### src/rtl/usb_cdc_pkg.sv
// Shared constants for the USB CDC byte FIFOs (RX path, TX path and wrapper).
package usb_cdc_pkg;
  localparam int USB_CDC_FIFO_DW = 8;
  localparam int USB_CDC_FIFO_AW = 4;
endpackage

### src/rtl/usb_cdc_fifo_mem.sv
// FIFO storage: one synchronous write port, one asynchronous read port, no reset.
// Kept on its own so it can later be replaced by an SRAM macro.
module usb_cdc_fifo_mem
  import usb_cdc_pkg::*;
#(
  parameter int DW = USB_CDC_FIFO_DW,
  parameter int AW = USB_CDC_FIFO_AW
) (
  input  logic          clk,
  input  logic          we,
  input  logic [AW-1:0] waddr,
  input  logic [DW-1:0] wdata,
  input  logic [AW-1:0] raddr,
  output logic [DW-1:0] rdata
);

  logic [DW-1:0] mem_r [2**AW];

  // Storage write port
  always_ff @(posedge clk) begin
    if (we) begin
      mem_r[waddr] <= wdata;
    end
  end

  assign rdata = mem_r[raddr];

endmodule

### src/rtl/usb_cdc_fifo_ex.sv
// First-word-fall-through byte FIFO with full-range level, thresholds,
// sticky overflow/underflow flags and a peak-level watermark.
module usb_cdc_fifo_ex
  import usb_cdc_pkg::*;
#(
  parameter int DW = USB_CDC_FIFO_DW,
  parameter int AW = USB_CDC_FIFO_AW
) (
  input  logic          clk,
  input  logic          rst_n,
  input  logic          flush,
  input  logic          wr,
  input  logic [DW-1:0] w_data,
  input  logic          rd,
  output logic [DW-1:0] r_data,
  output logic          empty,
  output logic          full,
  output logic [AW:0]   level,
  input  logic [AW:0]   th_hi,
  input  logic [AW:0]   th_lo,
  output logic          above_th,
  output logic          below_th,
  output logic          ovf,
  output logic          udf,
  output logic [AW:0]   peak,
  input  logic          stat_clr
);

  localparam int            DEPTH     = 2**AW;
  localparam logic [AW:0]   DEPTH_LVL = DEPTH[AW:0];
  localparam logic [AW:0]   LVL_ONE   = {{AW{1'b0}}, 1'b1};
  localparam logic [AW-1:0] PTR_ONE   = {{(AW-1){1'b0}}, 1'b1};

  logic [AW-1:0] w_ptr_r, r_ptr_r, w_ptr_next_s, r_ptr_next_s;
  logic [AW:0]   level_r, level_next_s, peak_r, peak_next_s;
  logic          empty_r, full_r, ovf_r, udf_r;
  logic          ovf_next_s, udf_next_s;
  logic          wr_acc_s, rd_acc_s, ovf_set_s, udf_set_s;

  // Accept decisions, next pointers/level and sticky-flag/watermark updates
  always_comb begin
    wr_acc_s     = wr & (~full_r | rd) & ~flush;
    rd_acc_s     = rd & ~empty_r & ~flush;
    ovf_set_s    = wr & ~rd & full_r & ~flush;
    udf_set_s    = rd & empty_r & ~flush;
    w_ptr_next_s = w_ptr_r;
    r_ptr_next_s = r_ptr_r;
    level_next_s = level_r;
    if (flush) begin
      w_ptr_next_s = {AW{1'b0}};
      r_ptr_next_s = {AW{1'b0}};
      level_next_s = {(AW+1){1'b0}};
    end else begin
      if (wr_acc_s) w_ptr_next_s = w_ptr_r + PTR_ONE;
      else          w_ptr_next_s = w_ptr_r;
      if (rd_acc_s) r_ptr_next_s = r_ptr_r + PTR_ONE;
      else          r_ptr_next_s = r_ptr_r;
      case ({wr_acc_s, rd_acc_s})
        2'b10:   level_next_s = level_r + LVL_ONE;
        2'b01:   level_next_s = level_r - LVL_ONE;
        default: level_next_s = level_r;
      endcase
    end
    // A set event in the same cycle takes precedence over stat_clr
    if (ovf_set_s)     ovf_next_s = 1'b1;
    else if (stat_clr) ovf_next_s = 1'b0;
    else               ovf_next_s = ovf_r;
    if (udf_set_s)     udf_next_s = 1'b1;
    else if (stat_clr) udf_next_s = 1'b0;
    else               udf_next_s = udf_r;
    if (stat_clr || (level_next_s > peak_r)) peak_next_s = level_next_s;
    else                                     peak_next_s = peak_r;
  end

  // Control and status registers
  always_ff @(posedge clk or negedge rst_n) begin
    if (!rst_n) begin
      w_ptr_r <= {AW{1'b0}};
      r_ptr_r <= {AW{1'b0}};
      level_r <= {(AW+1){1'b0}};
      peak_r  <= {(AW+1){1'b0}};
      empty_r <= 1'b1;
      full_r  <= 1'b0;
      ovf_r   <= 1'b0;
      udf_r   <= 1'b0;
    end else begin
      w_ptr_r <= w_ptr_next_s;
      r_ptr_r <= r_ptr_next_s;
      level_r <= level_next_s;
      peak_r  <= peak_next_s;
      empty_r <= (level_next_s == {(AW+1){1'b0}});
      full_r  <= (level_next_s == DEPTH_LVL);
      ovf_r   <= ovf_next_s;
      udf_r   <= udf_next_s;
    end
  end

  usb_cdc_fifo_mem #(.DW(DW), .AW(AW)) u_mem (
    .clk   (clk),
    .we    (wr_acc_s),
    .waddr (w_ptr_r),
    .wdata (w_data),
    .raddr (r_ptr_r),
    .rdata (r_data)
  );

  assign level    = level_r;
  assign peak     = peak_r;
  assign empty    = empty_r;
  assign full     = full_r;
  assign ovf      = ovf_r;
  assign udf      = udf_r;
  assign above_th = (level_r > th_hi);
  assign below_th = (level_r < th_lo);

endmodule

### config.mk
export PLATFORM = sky130hd
export DESIGN_NAME = usb_cdc_fifo_ex
export DESIGN_NICKNAME = d
export VERILOG_FILES = /design/src/rtl/usb_cdc_pkg.sv /design/src/rtl/usb_cdc_fifo_mem.sv /design/src/rtl/usb_cdc_fifo_ex.sv
export SDC_FILE = /design/constraint.sdc
export NUM_CORES = 1
export LEC_CHECK = 0
export ABC_AREA = 0
export BUFFER_PORTS_ARGS = -buffer_cell sky130_fd_sc_hd__clkbuf_2
export CORE_MARGIN = 4
export CORE_UTILIZATION = 45
export DETAILED_ROUTE_END_ITERATION = 16
export HOLD_SLACK_MARGIN = 0.12
export SLEW_MARGIN = 20
export SYNTH_ARGS = -nofsm -noshare
export SYNTH_HDL_FRONTEND = slang
export SYNTH_SLANG_ARGS = --single-unit
### constraint.sdc
create_clock -name clk -period 4.21 [get_ports clk]
set_input_delay 0.2105 -clock clk [delete_from_list [all_inputs] [get_ports clk]]
set_output_delay 0.2105 -clock clk [all_outputs]
set_load 0.005 [all_outputs]
==> results.yml <==
place:
  dpl_cell_area_um2: 6990
  hpwl_mm: 8.89
  dp_slack_ns: 0.136
  io_buffers: 47
  gp_congestion: 0.818
timing:
  tns_ns: 0
  setup_viol: 0
  relSlewSlack_pct: 34.7
  drv_slew: 0
  fin_worst_skew_ns: 0.00692
  hold_viol_final: 0
  fmax_mhz: 253
  tightest_slew_ns: 0.976
  fin_crit_sh_pct: 93.7
  whs_ns: 0.143
  fin_crit_ns: 3.95
  setup_ws_ns: 0.264
synth:
  synth.top_cell.area_share_pct: 58.6
  synthTopCellsByCount: "edfxtp_1 (128), mux2i_1 (27), inv_1 (23)"
  syn_nets: 466
  yosysMostFrequentCell: "edfxtp_1"
  yosys_warnings: 0
  postSynthAreaPerCell_um2: 15.6
  syn_area_um2: 6560
  synth_edf_count: 128
  netlist_instances: 420
  synth_top_cell_by_area: "edfxtp_1"
  synthArstFlopShare_pct: 14.7
  ys_top_cells_by_area: "edfxtp_1 (59%), dfrtp_1 (8.0%), mux4_2 (5.5%)"
  synth_cell_type_count: 51
  synth-seq-cells: 150
  ys_seq_area_share_pct: 67.0
  ys.flop_type: "edfxtp_1"
route:
  wl_per_cell_um: 20.0
  first_pass_iters: 4
  via_count: 3710
  viasPerCell: 5.52
  route.detailed.drc: 0
  postRouteAntennaNets: 0
  initialDrtViolationCount: 385
  drt_wl_total_mm: 13.4
global_route:
  grt-ovfl-total: 0
  grt_pass1_vias: 3796
  antenna_found_initial: 0
  grt_pass1_wl_mm: 21.5
  grt_max_degree: 33
  grt_usage_pct: 17.5
floorplan:
  num_io_pins: 48
  num_rows: 43
  coreArea_um2: 14100
  die-height_um: 129
  start_util_pct: 46.5
  dieArea_um2: 16600
  die_w_um: 129
clock_tree:
  cts_tree: "done"
  insertion_delay_ns: 0.42
  clk_pin_slew_ns: 0.06
  clk_path_buf_depth: 2
  cts_buffers: 17
  post-cts-setup-buffer-count: 0
  cts_htree_levels: 4
  cts_root_buf: "clkbuf_16"
  cts_sinks: 150
cells_and_area:
  final_nets: 525
  nFillCells: 1136
  antenna_cells: 0
  drive_above_1_share_pct: 24.6
  design_area_um2: 7640
  areaGrowthSynthToFinish_pct: 16.5
critical_path:
  cp.arrival_ns: 4.25
  reg2reg_to: "peak[0]"
  worstSetupEndpointType: "flip-flop"
  cp_data_required_time_ns: 4.52
  reg2reg_depth: 15
  path_max_fanout: 10
  path_class: "input port to flip-flop"
  crit_path_start_kind: "input port"
  r2r_start: "full"
  rrSetupSlack_ns: 0.45
hold_path:
  hp-class: "input port to flip-flop"
  hold_start: "stat_clr"
  min_to: "udf"
  whs_path_depth: 3
status:
  status: "completed"
power:
  p_leak_nw: 2.79
  peakVddDrop_mv: 0.305
  powerDensity_nw_per_um2: 468
flow_run:
  cap_violations: 0
[worst max path at each step]
stage,from,endpoint,cells after the start
floorplan,flush,peak[0],15
global placement,flush,peak[3],16
detailed placement,flush,peak[0],16
CTS,flush,peak[0],17
global route,flush,peak[0],17
finish,flush,peak[0],17
[cells in the final DEF (no fill, tap or decap), types with 2 or more instances in the layout]
master and count:
o21a_1 2, ha_1 22, mux2i_1 27, clkinv_4 4, a21oi_1 11, clkbuf_1 2, and2_1 9, nor2b_1 6
nand3_1 7, mux4_2 16, dlygate4sd3_1 5, dfrtp_1 20, clkinv_1 3, nor3b_1 4, nor2_1 16, nand2b_1 2
edfxtp_1 128, xnor2_1 2, clkinv_2 2, a22oi_1 9, clkbuf_16 17, bufinv_16 2, a221oi_1 8, inv_1 23
mux2_2 11, nor4_1 4, a21o_1 5, nand2_1 16, xor2_1 5, buf_4 6, a32o_1 2, clkbuf_2 47
o21ai_0 20
[area by class of cell]
type	instances	area (um^2)	area share [%]
flip-flops and latches	150	4400	57.5
clock buffers	19	433	5.67
clock inverters	13	133	1.74
well taps	180	225	2.95
multi-input cells	227	2010	26.3
repair buffers	59	350	4.59
inverters	24	90.1	1.18
[per-stage QoR]
| step | util (%) | std cells | total power (W) |
|---|---|---|---|
| 6_report | 54.2 | 672 | 0.00358 |
| 4_1_cts | 54.0 | 672 | 0.00359 |
| 3_5_place_dp | 49.6 | 635 | 0.00214 |
| 3_3_place_gp | 49.6 | 635 | 0.00213 |
| 2_1_floorplan | - | 420 | 0.00200 |
| 5_1_grt | 54.2 | 672 | 0.00374 |
[per-layer routing]
| metal | global-route usage [%] | part of all wire [%] | up-vias |
|---|---|---|---|
| li1 | - | - | 1732 |
| met2 | 26.4 | 47 | 83 |
| met1 | 25.2 | 46 | 1875 |
| met3 | 3.94 | 4.9 | 20 |
| met4 | 6.11 | 1.5 | 0 |
| met5 | 0 | 0 | - |
[power by group]
group	internal (W)	switching, W
combinational	0.000212	0.000210
clock	0.000868	0.000585
sequential	0.00165	0.0000537
total	0.00273	0.000849
[sequential cells by signal (all words and copies together), names as in the netlist]
signal,flops
udf,1
level,5
w_ptr_r,4
peak,5
full,1
u_mem.mem_r,128
ovf,1
empty,1
r_ptr_r,4
[critical path, cell delays in order]
cell and delay (ns):
dlygate4sd3_1 0.53, clkbuf_2 0.24, inv_1 0.13, and3_1 0.20, inv_2 0.14, ha_1 0.31, xor2_1 0.21, ha_1 0.28
nor3b_1 0.26, o32ai_2 0.15, xnor2_2 0.25, nor2_2 0.11, ha_1 0.30, nand3_1 0.09, o21bai_1 0.19, a31oi_4 0.29
mux2_2 0.36
[timing repair]
action	CTS	global route
hold endpoints to repair	29	0
hold buffers	5	0
gates resized for setup	0	4
endpoints found under the setup margin	0	5
[logic make-up after synthesis]
group                    Yosys count  synth area share, %
flip-flops                       150                 67.0
AND/OR/NAND/NOR                   76                 6.45
AO/OA/AOI/OAI                     65                 6.60
multiplexers                      56                 11.9
buffers and inverters             43                 2.75
adder cells (fa/ha/maj)           22                 4.20
XOR/XNOR                           8                 1.07
Power figures use the tool's default switching activity.
